**config.mk**
```make
export PLATFORM = sky130hd
export DESIGN_NAME = alien_grid_stat
export DESIGN_NICKNAME = d
export VERILOG_FILES = /design/src/rtl/alien_grid_stat.sv
export SDC_FILE = /design/constraint.sdc
export NUM_CORES = 1
export LEC_CHECK = 0
export CAP_MARGIN = 0
export CORE_MARGIN = 2
export CORE_UTILIZATION = 40
export CTS_CLUSTER_SIZE = 16
export DETAILED_ROUTE_END_ITERATION = 6
export GPL_ROUTABILITY_DRIVEN = 0
export GPL_TIMING_DRIVEN = 1
export PLACE_DENSITY = 0.74
export SYNTH_ARGS = -nofsm -noshare
export SYNTH_HDL_FRONTEND = slang
export SYNTH_SLANG_ARGS = --single-unit
```
**constraint.sdc**
```tcl
create_clock -name Clk -period 4.1 [get_ports Clk]
set_clock_uncertainty 0.1 [all_clocks]
set_input_delay 0.82 -clock Clk [delete_from_list [all_inputs] [get_ports Clk]]
set_output_delay 0.82 -clock Clk [all_outputs]
set_load 0.01 [all_outputs]
```
**src/rtl/alien_grid_stat.sv**
```systemverilog
// Alien grid bookkeeping: tracks which aliens are alive, scores kills, and times
// the explosion shown after each kill. All outputs come straight from flops.
module alien_grid_stat #(
    parameter int ROWS           = 3,
    parameter int COLS           = 7,
    parameter int BASE_PTS       = 10,
    parameter int EXPLODE_FRAMES = 8,
    parameter int SCORE_W        = 16,
    localparam int N  = ROWS * COLS,
    localparam int IW = (N > 1) ? $clog2(N) : 1,
    localparam int CW = $clog2(N + 1)
) (
    input  logic               Clk,
    input  logic               Reset,
    input  logic [N-1:0]       hit,
    input  logic [2:0]         curr_state,
    input  logic               frame_tick,
    output logic [N-1:0]       alive,
    output logic               exploding,
    output logic [IW-1:0]      explode_idx,
    output logic               point,
    output logic [SCORE_W-1:0] score,
    output logic [CW-1:0]      alive_count,
    output logic               cleared
);

    typedef enum logic {IDLE = 1'b0, EXPLODE = 1'b1} state_t;

    localparam logic [SCORE_W-1:0] SCORE_MAX = {SCORE_W{1'b1}};

    state_t      state_q, state_d;
    logic [7:0]  cnt_q, cnt_d;

    logic          grid_clr;
    logic          kill;
    logic [IW-1:0] k;
    logic [31:0]   pts;
    logic [SCORE_W+32:0] sum;

    assign grid_clr = (curr_state == 3'd0) || (curr_state == 3'd5) || (curr_state == 3'd6);

    // Ascending scan so the last match, i.e. the highest live index, wins.
    always_comb begin
        kill = 1'b0;
        k    = '0;
        pts  = '0;
        for (int i = 0; i < N; i++) begin
            if (hit[i] && alive[i]) begin
                kill = 1'b1;
                k    = i[IW-1:0];
                pts  = 32'(BASE_PTS * (ROWS - i / COLS));
            end
        end
    end

    // Wide enough that the add can never wrap before saturation is applied.
    assign sum = {33'd0, score} + (SCORE_W + 33)'(pts);

    always_comb begin
        state_d = state_q;
        cnt_d   = cnt_q;
        if (grid_clr) begin
            state_d = IDLE;
            cnt_d   = 8'd0;
        end else if (kill) begin
            state_d = EXPLODE;
            cnt_d   = 8'(EXPLODE_FRAMES);
        end else if (state_q == EXPLODE && frame_tick) begin
            cnt_d = cnt_q - 8'd1;
            if (cnt_q == 8'd1)
                state_d = IDLE;
        end
    end

    always_ff @(posedge Clk) begin
        if (Reset) begin
            state_q <= IDLE;
            cnt_q   <= 8'd0;
        end else begin
            state_q <= state_d;
            cnt_q   <= cnt_d;
        end
    end

    assign exploding = (state_q == EXPLODE);

    always_ff @(posedge Clk) begin
        if (Reset) begin
            alive       <= '1;
            alive_count <= CW'(N);
            score       <= '0;
            point       <= 1'b0;
            explode_idx <= '0;
            cleared     <= 1'b0;
        end else if (grid_clr) begin
            alive       <= '1;
            alive_count <= CW'(N);
            point       <= 1'b0;
            cleared     <= 1'b0;
            if (curr_state == 3'd0)
                score <= '0;
        end else begin
            point   <= kill;
            // Once empty and idle nothing can revive an alien short of a grid clear.
            cleared <= cleared | ((alive_count == '0) && (state_q == IDLE));
            if (kill) begin
                alive[k]    <= 1'b0;
                alive_count <= alive_count - CW'(1);
                explode_idx <= k;
                score       <= (sum > (SCORE_W + 33)'(SCORE_MAX)) ? SCORE_MAX : sum[SCORE_W-1:0];
            end
        end
    end

endmodule

```
# Word-level counts from Yosys, hierarchy flattened
# Index checks and enable logic that the tools add are counted.
dict set report word_totals {
  regBits 58
  latch_bits 0
  ramBits 0
  mem_bits_ro 0
  in_bits 27
  out_inout_bits 50
  elab_cells 133
  mem_count 0
}
dict set report op_classes {
  addsub 3
  multipliers 0
  div_mod_pow 0
  n_lt_le_gt_ge 3
  n_eq_ne 4
  n_shift 0
  n_mux 73
  n_bitwise 5
  reduce_logical 36
}
# cell n
set ops {}
lappend ops {{32-bit 2-to-1 mux} 19}
lappend ops {{5-bit 2-to-1 mux} 21}
lappend ops {{16-bit 2-to-1 mux} 4}
lappend ops {{16-bit by 32-bit adder with 33-bit output} 1}
lappend ops {{33-bit by 16-bit greater-than comparator with 1-bit output (second input constant)} 1}
lappend ops {{1-bit 2-to-1 mux} 26}
lappend ops {{1-bit logical AND} 24}
lappend ops {{21-bit bitwise AND} 1}
lappend ops {{21-bit inverter} 1}
lappend ops {{8-bit by 1-bit equality test with 1-bit output (second input constant)} 1}
lappend ops {{4-bit 2-to-1 mux} 2}
lappend ops {{8-bit by 1-bit subtractor with 8-bit output (second input constant)} 1}
lappend ops {{3-bit equality test (second input constant)} 2}
lappend ops {{5-bit by 6-bit < comparator with 1-bit output (second input constant)} 1}
lappend ops {{2-bit AND reduction} 3}
lappend ops {{2-bit nonzero test} 3}
lappend ops {{1-bit demux with 5-bit select} 1}
lappend ops {{5-bit by 1-bit greater-or-equal comparator with 1-bit output (second input constant)} 1}
lappend ops {{5-bit zero test} 1}
lappend ops {{5-bit by 1-bit subtractor with 5-bit output (second input constant)} 1}
lappend ops {{3-bit zero test} 1}
lappend ops {{3-bit OR reduction} 1}
lappend ops {{1-bit logical OR} 2}
lappend ops {{2-bit by 1-bit != test with 1-bit output (second input constant)} 1}
lappend ops {{3 further kinds} 4}

# Depth between registers and ports, before layout
dict set report logic_depth {
  depth_word 27
  depth_mapped 11
  depth_no_buf 10
}

# Worst setup path after synthesis
# Ideal clock, no wire load.
dict set report synth_path {
  path_kind {input -> register}
  startpoint {input port hit[14]}
  endpoint {register score[13]}
  setup_ns 0.122
  arrival_ns 3.261
  required_ns 3.878
  path_slack_ns 0.617
  cell_stages 10
  path_cell_list {a222oi_1 nand3_2 a31o_2 ha_1 a211o_1 o2111ai_1 nor2_1 clkbuf_1 o211ai_1 o21ai_1}
}
dict set report synth_via {
  elab_chain_cells 13
  elab_cells_between_ends 22
  cone_classes {1 x add/sub; 1 x order compare; 17 x mux; 3 x reduce/logical}
}
# element line
set synth_lines {}
lappend synth_lines {{start: declaration} 15} ;# input logic [N-1:0] hit,
lappend synth_lines {{1-bit logical AND *} 48} ;# if (hit[i] && alive[i]) begin
lappend synth_lines {{32-bit 2-to-1 mux (7 in a row)} 48}
lappend synth_lines {{16-bit by 32-bit adder with 33-bit output} 57} ;# assign sum = {33'd0, score} + (SCORE_W + 33)'(pts);
lappend synth_lines {{33-bit by 16-bit greater-than comparator with 1-bit output} 110} ;# score <= (sum > (SCORE_W + 33)'(SCORE_MAX)) ? SCORE_MAX : sum[SCORE_W-1:0];
lappend synth_lines {{16-bit 2-to-1 mux} 110}
lappend synth_lines {{16-bit 2-to-1 mux} 106} ;# if (kill) begin
lappend synth_lines {{16-bit 2-to-1 mux} 95} ;# end else if (grid_clr) begin
lappend synth_lines {{end signal: assignment} 110}
lappend synth_lines {{end: declaration} 22} ;# output logic [SCORE_W-1:0] score,
# Every way passes the cells marked *; elsewhere a longest branch is shown, timed or not. The select of a mux whose other input is x is not followed.
# A chain may end at the register's enable or synchronous reset.

# Worst setup path in the final report
dict set report layout_path {
  startpoint {input port hit[14]}
  endpoint {register score[15]}
}
# Same word-level chain as after synthesis.

==> out/metrics.yaml <==
status:
  run_status: "finished, final reports clean"
detailed_routing:
  via_count: 3298
  drc_errors: 0
  wire_per_inst_microns: 15.9
  route.final.wire_length_mm: 8.99
  drt-pass1-iter-count: 5
  number_of_vias_per_cell_after_detailed_routing: 5.82
  drtIter0Drc: 272
  detail-route-antenna-nets: 0
floorplan:
  std_cell_rows: 31
  dieWidth_microns: 91.8
  ios: 77
  starting_utilization_of_the_core_area_pct: 41.8
  coreArea_sq_um: 7370
  total_die_area_sq_um: 8420
  dieHeight_microns: 91.8
hold_path:
  min_path_type: "flop to flop"
final_layout:
  mostFrequentLayoutCell: "sky130_fd_sc_hd__clkdlybuf4s50_1"
  post_route_cells_drive_above_1_share_pct: 8.12
  layout_common_cells: "sky130_fd_sc_hd__clkdlybuf4s50_1 (76), sky130_fd_sc_hd__dfxtp_1 (58), sky130_fd_sc_hd__nor2_1 (47)"
  area_growth_syn_to_layout_pct: 35.7
  n_antenna_cell: 0
  finalNetCount: 500
  stdcell_area_sq_um: 4180
  layoutNonFillerInstCount: 567
  fillerInstances: 690
synth:
  synth-edff-count: 0
  synth_cells: 378
  yosys.cell_types.count: 63
  yosysWarningCount: 0
  synth_area_sq_um: 3080
  net_count_synth: 415
  ys_dominant_reg_cell: "sky130_fd_sc_hd__dfxtp_1"
  asr_flop_ratio_synth_pct: 0
  synth_top_area_cell: "sky130_fd_sc_hd__dfxtp_1"
  synth.top_cells.by_area: "sky130_fd_sc_hd__dfxtp_1 (38%), sky130_fd_sc_hd__nor2_1 (5.7%), sky130_fd_sc_hd__nand2_1 (5.4%)"
  syn_avg_cell_area_sq_um: 8.15
  register_bit_count_reported_by_yosys: 58
  ys_seq_area_share_pct: 37.7
  synth_top_area_share_pct: 37.7
timing:
  period_minus_slack_ns: 3.64
  rsz0062_at_grt: "false"
  report.final.hold_viol_count: 0
  final_max_slew_viol_count: 0
  final_min_period_over_clock_period_pct: 88.7
  fmaxAchievable_mhz: 275
  max-slew-margin-rel_pct: 55.3
  worstMarginPinSlew_ns: 0.671
  setup_total_negative_slack_ns: 0
  setup_violations: 0
clocking:
  cts_tree: "done"
  ctsHtreeMaxLevel: 3
  cts-buffers-inserted: 9
  post_cts.repair.setup_buffers: 0
  worst_setup_hold_path_clk_slew_ns: 0.06
  cts_max_path_buffers: 2
  cts.sinks: 58
  cts_hold_buffers: 0
  ctsResizeCount: 0
  clk_root_buffer_cell: "sky130_fd_sc_hd__clkbuf_8"
  clock_insertion_delay_worst_skew_ns: 0.34
setup_path:
  worst-endpoint-required_ns: 4.23
  r2r_start: "alive[14]"
  cp_max_fo: 5
  worstRegToRegCells: 10
  crit_end_category: "flop"
  crit-reg2reg-capture: "score[15]"
  critical_path.endpoint: "score[15]"
  timing.setup.critical_path_class: "input pin to flop"
  worstSetupStartpointType: "input pin"
  worst_setup_path_startpoint: "hit[14]"
  reg2reg_slack_ns: 1.06
  crit_arrival_ns: 3.77
run:
  maxCapViolCount: 0
power:
  power.density_cell_area_nw_per_um2: 325
  worst_ir_drop_vdd_mv: 0.180
  p_leak_nw: 1.58
global_routing:
  grt.total_usage_pct: 22.0
  first_global_vias: 3119
  global_route_wire_length_before_repair_mm: 15.1
  grt_max_degree: 22
  grt_overflow: 0
  antenna_found_initial: 0
placed_design:
  port_buffers: 76
  placedCellCount: 551
  dpl-instance-area_sq_um: 4000
  hpwl_mm: 6.66
[sequential cells by signal, summed over array words and instances (netlist names)]
| name | cells |
|---|---|
| exploding | 1 |
| cnt_q | 8 |
| alive_count | 5 |
| alive | 21 |
| point | 1 |
| score | 16 |
| explode_idx | 5 |
| cleared | 1 |
[area by class of cell]
type                       count  area (sq um)  share of cell area [%]
clock buffer                  11           131                    3.14
tap                           99           124                    2.96
timing repair buffer          88           851                    20.3
multi-input combinational    296          1820                    43.6
clock inverter                 5          55.1                    1.32
inverter                      10          37.5                   0.898
sequential                    58          1160                    27.8
[where the power goes]
group          leakage [nW]  switching, mW  internal, mW
combinational          1.01          0.128         0.112
clock                0.0893          0.236         0.279
sequential            0.472         0.0205         0.582
[routing by layer]
layer	global-route usage, %	vias to the layer above	share of wire [%]
met5	0	-	0
met4	7.09	0	1.2
met3	5.75	11	7.4
met2	34.3	144	45
met1	29.7	1563	46
li1	-	1580	-
[Yosys cell counts, types with 3 or more instances]
master and n:
sky130_fd_sc_hd__inv_1 10, sky130_fd_sc_hd__nand2_1 44, sky130_fd_sc_hd__xnor2_1 5, sky130_fd_sc_hd__ha_1 9, sky130_fd_sc_hd__nand2b_1 4, sky130_fd_sc_hd__nor4_1 4, sky130_fd_sc_hd__or3_1 3, sky130_fd_sc_hd__o311ai_0 4
sky130_fd_sc_hd__o211ai_1 3, sky130_fd_sc_hd__o31ai_1 3, sky130_fd_sc_hd__a31oi_1 13, sky130_fd_sc_hd__clkbuf_1 10, sky130_fd_sc_hd__o21ai_0 6, sky130_fd_sc_hd__nor2_1 47, sky130_fd_sc_hd__or2_2 3, sky130_fd_sc_hd__buf_2 3
sky130_fd_sc_hd__nand3_1 11, sky130_fd_sc_hd__xor2_1 6, sky130_fd_sc_hd__o21ai_1 13, sky130_fd_sc_hd__dfxtp_1 58, sky130_fd_sc_hd__and2_1 6, sky130_fd_sc_hd__nor3_1 10, sky130_fd_sc_hd__nand4_1 6, sky130_fd_sc_hd__a22o_1 5
sky130_fd_sc_hd__a22oi_1 12, sky130_fd_sc_hd__o311ai_1 4, sky130_fd_sc_hd__a21o_1 4, sky130_fd_sc_hd__a21oi_1 27
[stage by stage]
| step | power [mW] | util [%] | hold slack (ns) | setup WS (ns) |
|---|---|---|---|---|
| after floorplan | 0.742 | - | 0.351 | 0.617 |
| after global placement | 0.845 | 54.2 | 0.349 | 0.209 |
| after detailed placement | 0.851 | 54.2 | 0.360 | 0.159 |
| after CTS | 1.36 | 56.7 | 0.369 | 0.507 |
| after global routing | 1.41 | 56.7 | 0.388 | 0.362 |
| final | 1.36 | 56.7 | 0.361 | 0.462 |
[worst min-delay path by stage]
stage                              start              to  slack, ns  depth (start not counted)
final                     explode_idx[1]  explode_idx[1]       0.36                          2
after global routing      explode_idx[3]  explode_idx[3]       0.39                          2
after CTS                 explode_idx[1]  explode_idx[1]       0.37                          2
after detailed placement  explode_idx[1]  explode_idx[1]       0.36                          2
after global placement    explode_idx[1]  explode_idx[1]       0.35                          2
after floorplan                 cnt_q[2]        cnt_q[2]       0.35                          2
[critical path, stage by stage]
cell and delay [ns]:
sky130_fd_sc_hd__clkdlybuf4s50_1 0.47, sky130_fd_sc_hd__a222oi_1 0.52, sky130_fd_sc_hd__nand3_2 0.15, sky130_fd_sc_hd__a31o_2 0.27, sky130_fd_sc_hd__ha_1 0.21, sky130_fd_sc_hd__fa_1 0.42, sky130_fd_sc_hd__a211o_1 0.32, sky130_fd_sc_hd__nand3_1 0.18
sky130_fd_sc_hd__nor4_1 0.09, sky130_fd_sc_hd__a21oi_1 0.14, sky130_fd_sc_hd__and3b_1 0.18
[logic make-up after synthesis]
kind of cell               share of synthesized area (%)
AOI/OAI and AO/OA                                   27.7
xor gates and xnor gates                            3.13
adders and majority gates                           4.31
buffers and inverters                               3.17
DFF                                                 37.7
and+or+nand+nor                                     24.0
(Power assumes the default switching activity.)
